`src/rtl/axis_spike_detector_if.sv`:
```
// Stream bundle for axis_spike_detector: sample input stream (s_axis_a_*) and event output stream (m_axis_b_*).
// The slave modport is the detector's view; the master modport is the view of the surrounding logic.
interface axis_spike_detector_if #(
  parameter int CHANNEL_COUNT = 16,
  parameter int DATA_WIDTH    = 16,
  parameter int TIME_WIDTH    = 32
);
  localparam int CH_W = $clog2(CHANNEL_COUNT);

  logic [CH_W-1:0]              s_axis_a_tchannel;
  logic signed [DATA_WIDTH-1:0] s_axis_a_tdata;
  logic                         s_axis_a_tvalid;
  logic                         s_axis_a_tlast;
  logic                         s_axis_a_tready;

  logic [TIME_WIDTH-1:0]        m_axis_b_time;
  logic [CH_W-1:0]              m_axis_b_tchannel;
  logic [DATA_WIDTH-2:0]        m_axis_b_tdata;
  logic                         m_axis_b_tvalid;
  logic                         m_axis_b_tready;
  logic                         m_axis_b_tlast;

  modport slave (
    input  s_axis_a_tchannel, s_axis_a_tdata, s_axis_a_tvalid, s_axis_a_tlast,
    output s_axis_a_tready,
    output m_axis_b_time, m_axis_b_tchannel, m_axis_b_tdata, m_axis_b_tvalid, m_axis_b_tlast,
    input  m_axis_b_tready
  );

  modport master (
    output s_axis_a_tchannel, s_axis_a_tdata, s_axis_a_tvalid, s_axis_a_tlast,
    input  s_axis_a_tready,
    input  m_axis_b_time, m_axis_b_tchannel, m_axis_b_tdata, m_axis_b_tvalid, m_axis_b_tlast,
    output m_axis_b_tready
  );
endinterface

```
`src/rtl/axis_spike_detector.sv`:
```
// Per-channel threshold spike detector with refractory dead time and a timestamped event FIFO.
// Optional SPIKE_DET_DROP_CNT_EN: saturating 16-bit count of events dropped on a full FIFO.
module axis_spike_detector #(
  parameter int CHANNEL_COUNT = 16,
  parameter int DATA_WIDTH    = 16,
  parameter int TIME_WIDTH    = 32,
  parameter int FIFO_DEPTH    = 16,
  parameter int REFRACTORY    = 8
) (
  input  logic                  clk,
  input  logic                  rst_n,
  axis_spike_detector_if.slave  bus,
  input  logic [DATA_WIDTH-2:0] threshold,
  output logic                  overflow,
  output logic [15:0]           drop_count
);
  localparam int CH_W  = $clog2(CHANNEL_COUNT);
  localparam int PTR_W = $clog2(FIFO_DEPTH);
  localparam int REF_W = $clog2(REFRACTORY + 1);
  localparam int MAG_W = DATA_WIDTH - 1;

  typedef struct packed {
    logic [TIME_WIDTH-1:0] ts;
    logic [CH_W-1:0]       ch;
    logic [MAG_W-1:0]      mag;
    logic                  last;
  } event_t;

  logic                  ready_q;
  logic                  accept;
  logic [TIME_WIDTH-1:0] frame_cnt;
  logic [DATA_WIDTH-1:0] neg_data;
  logic [MAG_W-1:0]      in_mag;

  logic                  s1_valid;
  event_t                s1_ev;
  logic [MAG_W-1:0]      s1_thr;
  logic                  ch_ok;
  logic                  detect;
  logic [REF_W-1:0]      refr [CHANNEL_COUNT];

  event_t                mem [FIFO_DEPTH];
  event_t                head;
  logic [PTR_W-1:0]      wr_ptr, rd_ptr;
  logic [PTR_W:0]        count;
  logic                  fifo_valid, fifo_full, push, pop, drop, wr_en;

  assign bus.s_axis_a_tready = ready_q;
  assign accept = bus.s_axis_a_tvalid && ready_q;

  always_ff @(posedge clk or negedge rst_n) begin
    if (!rst_n) ready_q <= 1'b0;
    else        ready_q <= 1'b1;
  end

  // The most-negative sample has no positive twin; clamp it to the largest magnitude.
  always_comb begin
    neg_data = '0 - bus.s_axis_a_tdata;
    in_mag   = '0;
    if (bus.s_axis_a_tdata == {1'b1, {MAG_W{1'b0}}}) in_mag = '1;
    else if (bus.s_axis_a_tdata[DATA_WIDTH-1])       in_mag = neg_data[MAG_W-1:0];
    else                                             in_mag = bus.s_axis_a_tdata[MAG_W-1:0];
  end

  always_ff @(posedge clk or negedge rst_n) begin
    if (!rst_n) begin
      frame_cnt <= '0;
      s1_valid  <= 1'b0;
      s1_ev     <= '0;
      s1_thr    <= '0;
    end else begin
      s1_valid <= accept;
      if (accept) begin
        s1_ev  <= '{ts: frame_cnt, ch: bus.s_axis_a_tchannel, mag: in_mag,
                    last: bus.s_axis_a_tlast};
        s1_thr <= threshold;
        if (bus.s_axis_a_tlast) frame_cnt <= frame_cnt + 1'b1;
      end
    end
  end

  generate
    if ((1 << CH_W) > CHANNEL_COUNT) begin : g_ch_check
      assign ch_ok = (int'(s1_ev.ch) < CHANNEL_COUNT);
    end else begin : g_ch_full
      assign ch_ok = 1'b1;
    end
  endgenerate

  always_comb begin
    detect = s1_valid && ch_ok && (s1_ev.mag > s1_thr) && (refr[s1_ev.ch] == '0);
  end

  // Every accepted non-detecting beat of a channel burns one tick of its dead time.
  always_ff @(posedge clk or negedge rst_n) begin
    if (!rst_n) begin
      for (int unsigned i = 0; i < CHANNEL_COUNT; i++) refr[i] <= '0;
    end else if (s1_valid && ch_ok) begin
      if (detect)                    refr[s1_ev.ch] <= REF_W'(REFRACTORY);
      else if (refr[s1_ev.ch] != '0) refr[s1_ev.ch] <= refr[s1_ev.ch] - 1'b1;
    end
  end

  assign fifo_valid = (count != '0);
  assign fifo_full  = (count == (PTR_W + 1)'(FIFO_DEPTH));
  assign push       = detect;
  assign pop        = fifo_valid && bus.m_axis_b_tready;
  assign drop       = push && fifo_full && !pop;
  assign wr_en      = push && !drop;
  assign head       = mem[rd_ptr];

  always_ff @(posedge clk) begin
    if (wr_en) mem[wr_ptr] <= s1_ev;
  end

  always_ff @(posedge clk or negedge rst_n) begin
    if (!rst_n) begin
      wr_ptr   <= '0;
      rd_ptr   <= '0;
      count    <= '0;
      overflow <= 1'b0;
    end else begin
      if (wr_en) wr_ptr <= wr_ptr + 1'b1;
      if (pop)   rd_ptr <= rd_ptr + 1'b1;
      case ({wr_en, pop})
        2'b10:   count <= count + 1'b1;
        2'b01:   count <= count - 1'b1;
        default: count <= count;
      endcase
      if (drop) overflow <= 1'b1;
    end
  end

`ifdef SPIKE_DET_DROP_CNT_EN
  logic [15:0] drop_cnt;

  always_ff @(posedge clk or negedge rst_n) begin
    if (!rst_n)                        drop_cnt <= '0;
    else if (drop && drop_cnt != '1)   drop_cnt <= drop_cnt + 1'b1;
  end

  assign drop_count = drop_cnt;
`else
  assign drop_count = '0;
`endif

  // Gate the head with valid so the bus reads zero when empty or in reset.
  assign bus.m_axis_b_tvalid   = fifo_valid;
  assign bus.m_axis_b_time     = fifo_valid ? head.ts   : '0;
  assign bus.m_axis_b_tchannel = fifo_valid ? head.ch   : '0;
  assign bus.m_axis_b_tdata    = fifo_valid ? head.mag  : '0;
  assign bus.m_axis_b_tlast    = fifo_valid ? head.last : 1'b0;
endmodule

```
`src/flat_wrapper.sv`:
```
// flat-port wrapper written by rule: the top's interface ports become plain ports
module axis_spike_detector_flat 
#(
  parameter int CHANNEL_COUNT = 16,
  parameter int DATA_WIDTH    = 16,
  parameter int TIME_WIDTH    = 32,
  parameter int FIFO_DEPTH    = 16,
  parameter int REFRACTORY    = 8
)
  (clk, rst_n, threshold, overflow, drop_count, bus_s_axis_a_tchannel, bus_s_axis_a_tdata, bus_s_axis_a_tvalid, bus_s_axis_a_tlast, bus_s_axis_a_tready, bus_m_axis_b_time, bus_m_axis_b_tchannel, bus_m_axis_b_tdata, bus_m_axis_b_tvalid, bus_m_axis_b_tlast, bus_m_axis_b_tready);
  axis_spike_detector_if #(.CHANNEL_COUNT(CHANNEL_COUNT), .DATA_WIDTH(DATA_WIDTH), .TIME_WIDTH(TIME_WIDTH)) bus_i ();
  input  logic clk;
  input  logic rst_n;
  input  logic [DATA_WIDTH-2:0] threshold;
  output logic overflow;
  output logic [15:0] drop_count;
  input wire logic [$bits(bus_i.s_axis_a_tchannel)-1:0] bus_s_axis_a_tchannel;
  input wire logic [$bits(bus_i.s_axis_a_tdata)-1:0] bus_s_axis_a_tdata;
  input wire logic [$bits(bus_i.s_axis_a_tvalid)-1:0] bus_s_axis_a_tvalid;
  input wire logic [$bits(bus_i.s_axis_a_tlast)-1:0] bus_s_axis_a_tlast;
  output wire logic [$bits(bus_i.s_axis_a_tready)-1:0] bus_s_axis_a_tready;
  output wire logic [$bits(bus_i.m_axis_b_time)-1:0] bus_m_axis_b_time;
  output wire logic [$bits(bus_i.m_axis_b_tchannel)-1:0] bus_m_axis_b_tchannel;
  output wire logic [$bits(bus_i.m_axis_b_tdata)-1:0] bus_m_axis_b_tdata;
  output wire logic [$bits(bus_i.m_axis_b_tvalid)-1:0] bus_m_axis_b_tvalid;
  output wire logic [$bits(bus_i.m_axis_b_tlast)-1:0] bus_m_axis_b_tlast;
  input wire logic [$bits(bus_i.m_axis_b_tready)-1:0] bus_m_axis_b_tready;
  assign bus_i.s_axis_a_tchannel = bus_s_axis_a_tchannel;
  assign bus_i.s_axis_a_tdata = bus_s_axis_a_tdata;
  assign bus_i.s_axis_a_tvalid = bus_s_axis_a_tvalid;
  assign bus_i.s_axis_a_tlast = bus_s_axis_a_tlast;
  assign bus_s_axis_a_tready = bus_i.s_axis_a_tready;
  assign bus_m_axis_b_time = bus_i.m_axis_b_time;
  assign bus_m_axis_b_tchannel = bus_i.m_axis_b_tchannel;
  assign bus_m_axis_b_tdata = bus_i.m_axis_b_tdata;
  assign bus_m_axis_b_tvalid = bus_i.m_axis_b_tvalid;
  assign bus_m_axis_b_tlast = bus_i.m_axis_b_tlast;
  assign bus_i.m_axis_b_tready = bus_m_axis_b_tready;
  axis_spike_detector #(.CHANNEL_COUNT(CHANNEL_COUNT), .DATA_WIDTH(DATA_WIDTH), .TIME_WIDTH(TIME_WIDTH), .FIFO_DEPTH(FIFO_DEPTH), .REFRACTORY(REFRACTORY)) u_core (.clk(clk), .rst_n(rst_n), .bus(bus_i), .threshold(threshold), .overflow(overflow), .drop_count(drop_count));
endmodule
```
`config.mk`:
```
export PLATFORM = sky130hd
export DESIGN_NAME = axis_spike_detector_flat
export DESIGN_NICKNAME = d
export VERILOG_FILES = /design/src/rtl/axis_spike_detector_if.sv /design/src/rtl/axis_spike_detector.sv /design/src/flat_wrapper.sv
export SDC_FILE = /design/constraint.sdc
export NUM_CORES = 1
export LEC_CHECK = 0
export ABC_AREA = 1
export BUFFER_PORTS_ARGS = -buffer_cell sky130_fd_sc_hd__buf_2
export CAP_MARGIN = 20
export CORE_MARGIN = 2
export CORE_UTILIZATION = 50
export CTS_CLUSTER_DIAMETER = 30
export DETAILED_ROUTE_END_ITERATION = 10
export GPL_TIMING_DRIVEN = 0
export PLACE_DENSITY = 0.66
export SYNTH_ARGS = -nofsm -noshare
export SYNTH_HDL_FRONTEND = slang
export SYNTH_SLANG_ARGS = --single-unit
```
`constraint.sdc`:
```
create_clock -name clk -period 7.9 [get_ports clk]
set_clock_uncertainty 0.2 [all_clocks]
set_input_delay 0.79 -clock clk [delete_from_list [all_inputs] [get_ports clk]]
set_output_delay 0.79 -clock clk [all_outputs]
set_load 0.03 [all_outputs]
```
==> metrics <==
IO Pins roughly 110; adder-cell share of the synthesized area 0.869%; Pleak roughly 0.019 uW; Simple-Gate Fraction of Synth Area 9.87%; core region area 0.0818 mm2; drt wl/cell between 20 and 30 um; largest net degree at the start of global routing 110; initial antenna violation count 2; Routed Antenna Nets 0; Post-Route WL around 130000 um; Worst-path clk slew approximately 50 ps; chip height 291 um; outcome complete, no violations; clock root cell clkbuf_16; Clock Latency Late Sink slightly below 800 ps; CTS tree yes; final core occ roughly 62%; Critical Path End Type primary output; post-CTS setup buffer count 0; crit-path max cell delay just under 800 ps; CP Cell Sequence inv_1, clkbuf_1, clkbuf_1, clkbuf_1, o21ai_0, o221ai_1, nand3_1, a21oi_1, buf_2; actual slew at the worst max-slew pin 1290 ps; Die W about 290 um; Tot Pwr ~21000 uW; Final min period approximately 6000 ps; CP arrival 5030 ps; Sink Count 1011; synth warn 0; worst vdd ir around 290 uV; Num CTS Buffers between 150 and 200; Mapped Area 0.0412 mm2; fmax ~170 MHz; final worst path period share roughly three quarters; CP bufs+invs 5; Worst Path Max Fanout 10; placement row count 105; met3 wire length 15300 um; detailed-placement wirelength estimate 87800 um; CP top delay family buffers and inverters; Max-cap violations 0; DR pass1 iterations 8; Via density 6.08; H-tree depth 4; post-synthesis average cell area ~12 um2; post-synthesis mux area share 0%; Hold Buf Count CTS 1; cells after synthesis about 3400; Compound-Gate Fraction of Synth Area roughly 13%; Final Slew Violations 0; Slew HR between 10% and 20%; first-pass GRT wire length approximately 190000 um; pwr/cell area approximately 420 mW/mm2; final hold viol count 0; area delta synth->final 23.7%; Crit Path Category reg2out; crit-path most repeated cell clkbuf_1; Die Area about 0.085 mm2; gpl congestion between 0.8 and 0.9; Post-Route M1 WL between 40000 and 50000 um; post-cts resize count 0; setup violators final 0; starting density of the core about half; initial drt markers approximately 4300; most frequent cells in the layout 832 x edfxtp_1, 517 x o21ai_0, 484 x nor2_1; RSZ-0062 raised after global routing false; Top Layer Used met5; most common cell after layout, fill and taps aside edfxtp_1; flops & latches, synth around 1000; XOR/XNOR Fraction of Synth Area 1.06%; met2 WL roughly 61000 um; drt drc 0; total grt overflow 0; fill count 6150; Tot GR Track Use 30.9%; via total after detailed routing approximately 30000; IO buf count between 90 and 100; nets@finish 3831; clk buf depth 3; Required @ worst endpoint a little under 7000 ps; share of layout cells above drive strength 1 between 10% and 20%; Worst setup SP type register; slowest stage cell, crit path clkbuf_1; Synth cell types 46; vias in the first global route around 30000; sequential share of the synthesized area 71.5%; largest family of logic cells by synthesized area compound AO/OA/AOI/OAI gates; worst hold path type in2reg
path summary, 6_finish.rpt:
path,from,depth (start not counted),slack (ps),to
max reg2reg,u_core.s1_ev[18],18,2640,u_core.mem[7][31]
min,threshold[6],3,50,u_core.s1_thr[6]
min reg2reg,u_core.frame_cnt[13],1,270,u_core.frame_cnt[13]
min in group asynchronous,rst_n,2,410,u_core.frame_cnt[17]
max in group asynchronous,rst_n,3,6130,u_core.s1_ev[10]
max,u_core.rd_ptr[1],9,1880,bus_m_axis_b_tdata[14]
report_power, final:
group	total [uW]	switching, uW	leakage (uW)	internal, uW
sequential	6530	342	0.00983	6190
combinational	6620	4950	0.00594	1670
clock	8090	2870	0.00307	5220
total	21200	8160	0.0188	13100
flip-flops by register name, summed over array words and instances (netlist names):
register                    count
u_core.bus.s_axis_a_tready      1
u_core.count                    5
u_core.frame_cnt               32
u_core.mem                    832
u_core.overflow                 1
u_core.rd_ptr                   4
u_core.refr                    64
u_core.s1_ev                   52
u_core.s1_thr                  15
u_core.s1_valid                 1
u_core.wr_ptr                   4
area by class of cell:
class	count	area [um2]	share of cell area (%)
antenna	1	2.50	0.00491
sequential	1011	29500	57.8
multi-input combinational	1991	10300	20.3
tap	1070	1340	2.63
inverter	141	534	1.05
clock buffer	204	4720	9.26
clock inverter	140	1740	3.42
buffer	226	1010	1.98
timing repair buffer	209	1820	3.57
cells in the mapped netlist (all sizes together):
library cell,number,share of area [%]
edfxtp,832,61
o21ai,531,6.5
nor2,489,4.5
nand2,378,3.5
clkbuf,186,1.7
dfrtp,179,11
o221ai,142,3.0
inv,141,1.3
nand3,83,1.0
a21oi,74,0.91
o22ai,68,1.0
o211ai,67,1.2
xor2,42,0.89
buf,40,0.76
ha,27,0.82
nor3,27,0.34
nand4,12,0.18
xnor2,8,0.17
nor4,7,0.14
a31oi,5,0.076
or2,3,0.046
a21o,2,0.036
conb,2,0.018
nand3b,2,0.036
o22a,2,0.043
a22oi,1,0.018
fa,1,0.049
nor3b,1,0.018
o21bai,1,0.018
or3,1,0.015
through the flow:
| stage | setup slack, ps | std cells | cell area, um2 | hold WS, ps | TNS [ps] |
|---|---|---|---|---|---|
| finish | 1880 | 4993 | 51000 | 45.6 | 0 |
| global route | 1860 | 4992 | 50900 | 59.5 | 0 |
| CTS | 2200 | 4990 | 50900 | 20.0 | 0 |
| detailed placement | 2770 | 4645 | 44400 | 263 | 0 |
| global placement | -4370 | 4533 | 43100 | 255 | -3197170 |
| floorplan | 1410 | 3369 | 41200 | 242 | 0 |
cell families (layout without fill, tap and decap cells):
kind of cell,count (synthesis),count (layout)
fa+ha+maj,28,28
other cells,2,18
buf+inv,367,920
xor+xnor,50,50
compound gates,893,893
simple gates,1003,1003
flops,1011,1011
worst reg2reg max path, delay by kind of cell (launching register included):
| family | cells | cell delay, ps |
|---|---|---|
| simple gates | 8 | 1940 |
| buf+inv | 9 | 1670 |
| flops | 1 | 930 |
| fa+ha+maj | 1 | 220 |
routing by layer:
layer  vias to the layer above  GRT usage, %
met5                         -             0
met4                         2          15.3
met3                       401          7.18
met2                      1990          48.6
met1                     14861          40.5
li1                      13084             -
Power figures use the tool's default switching activity.
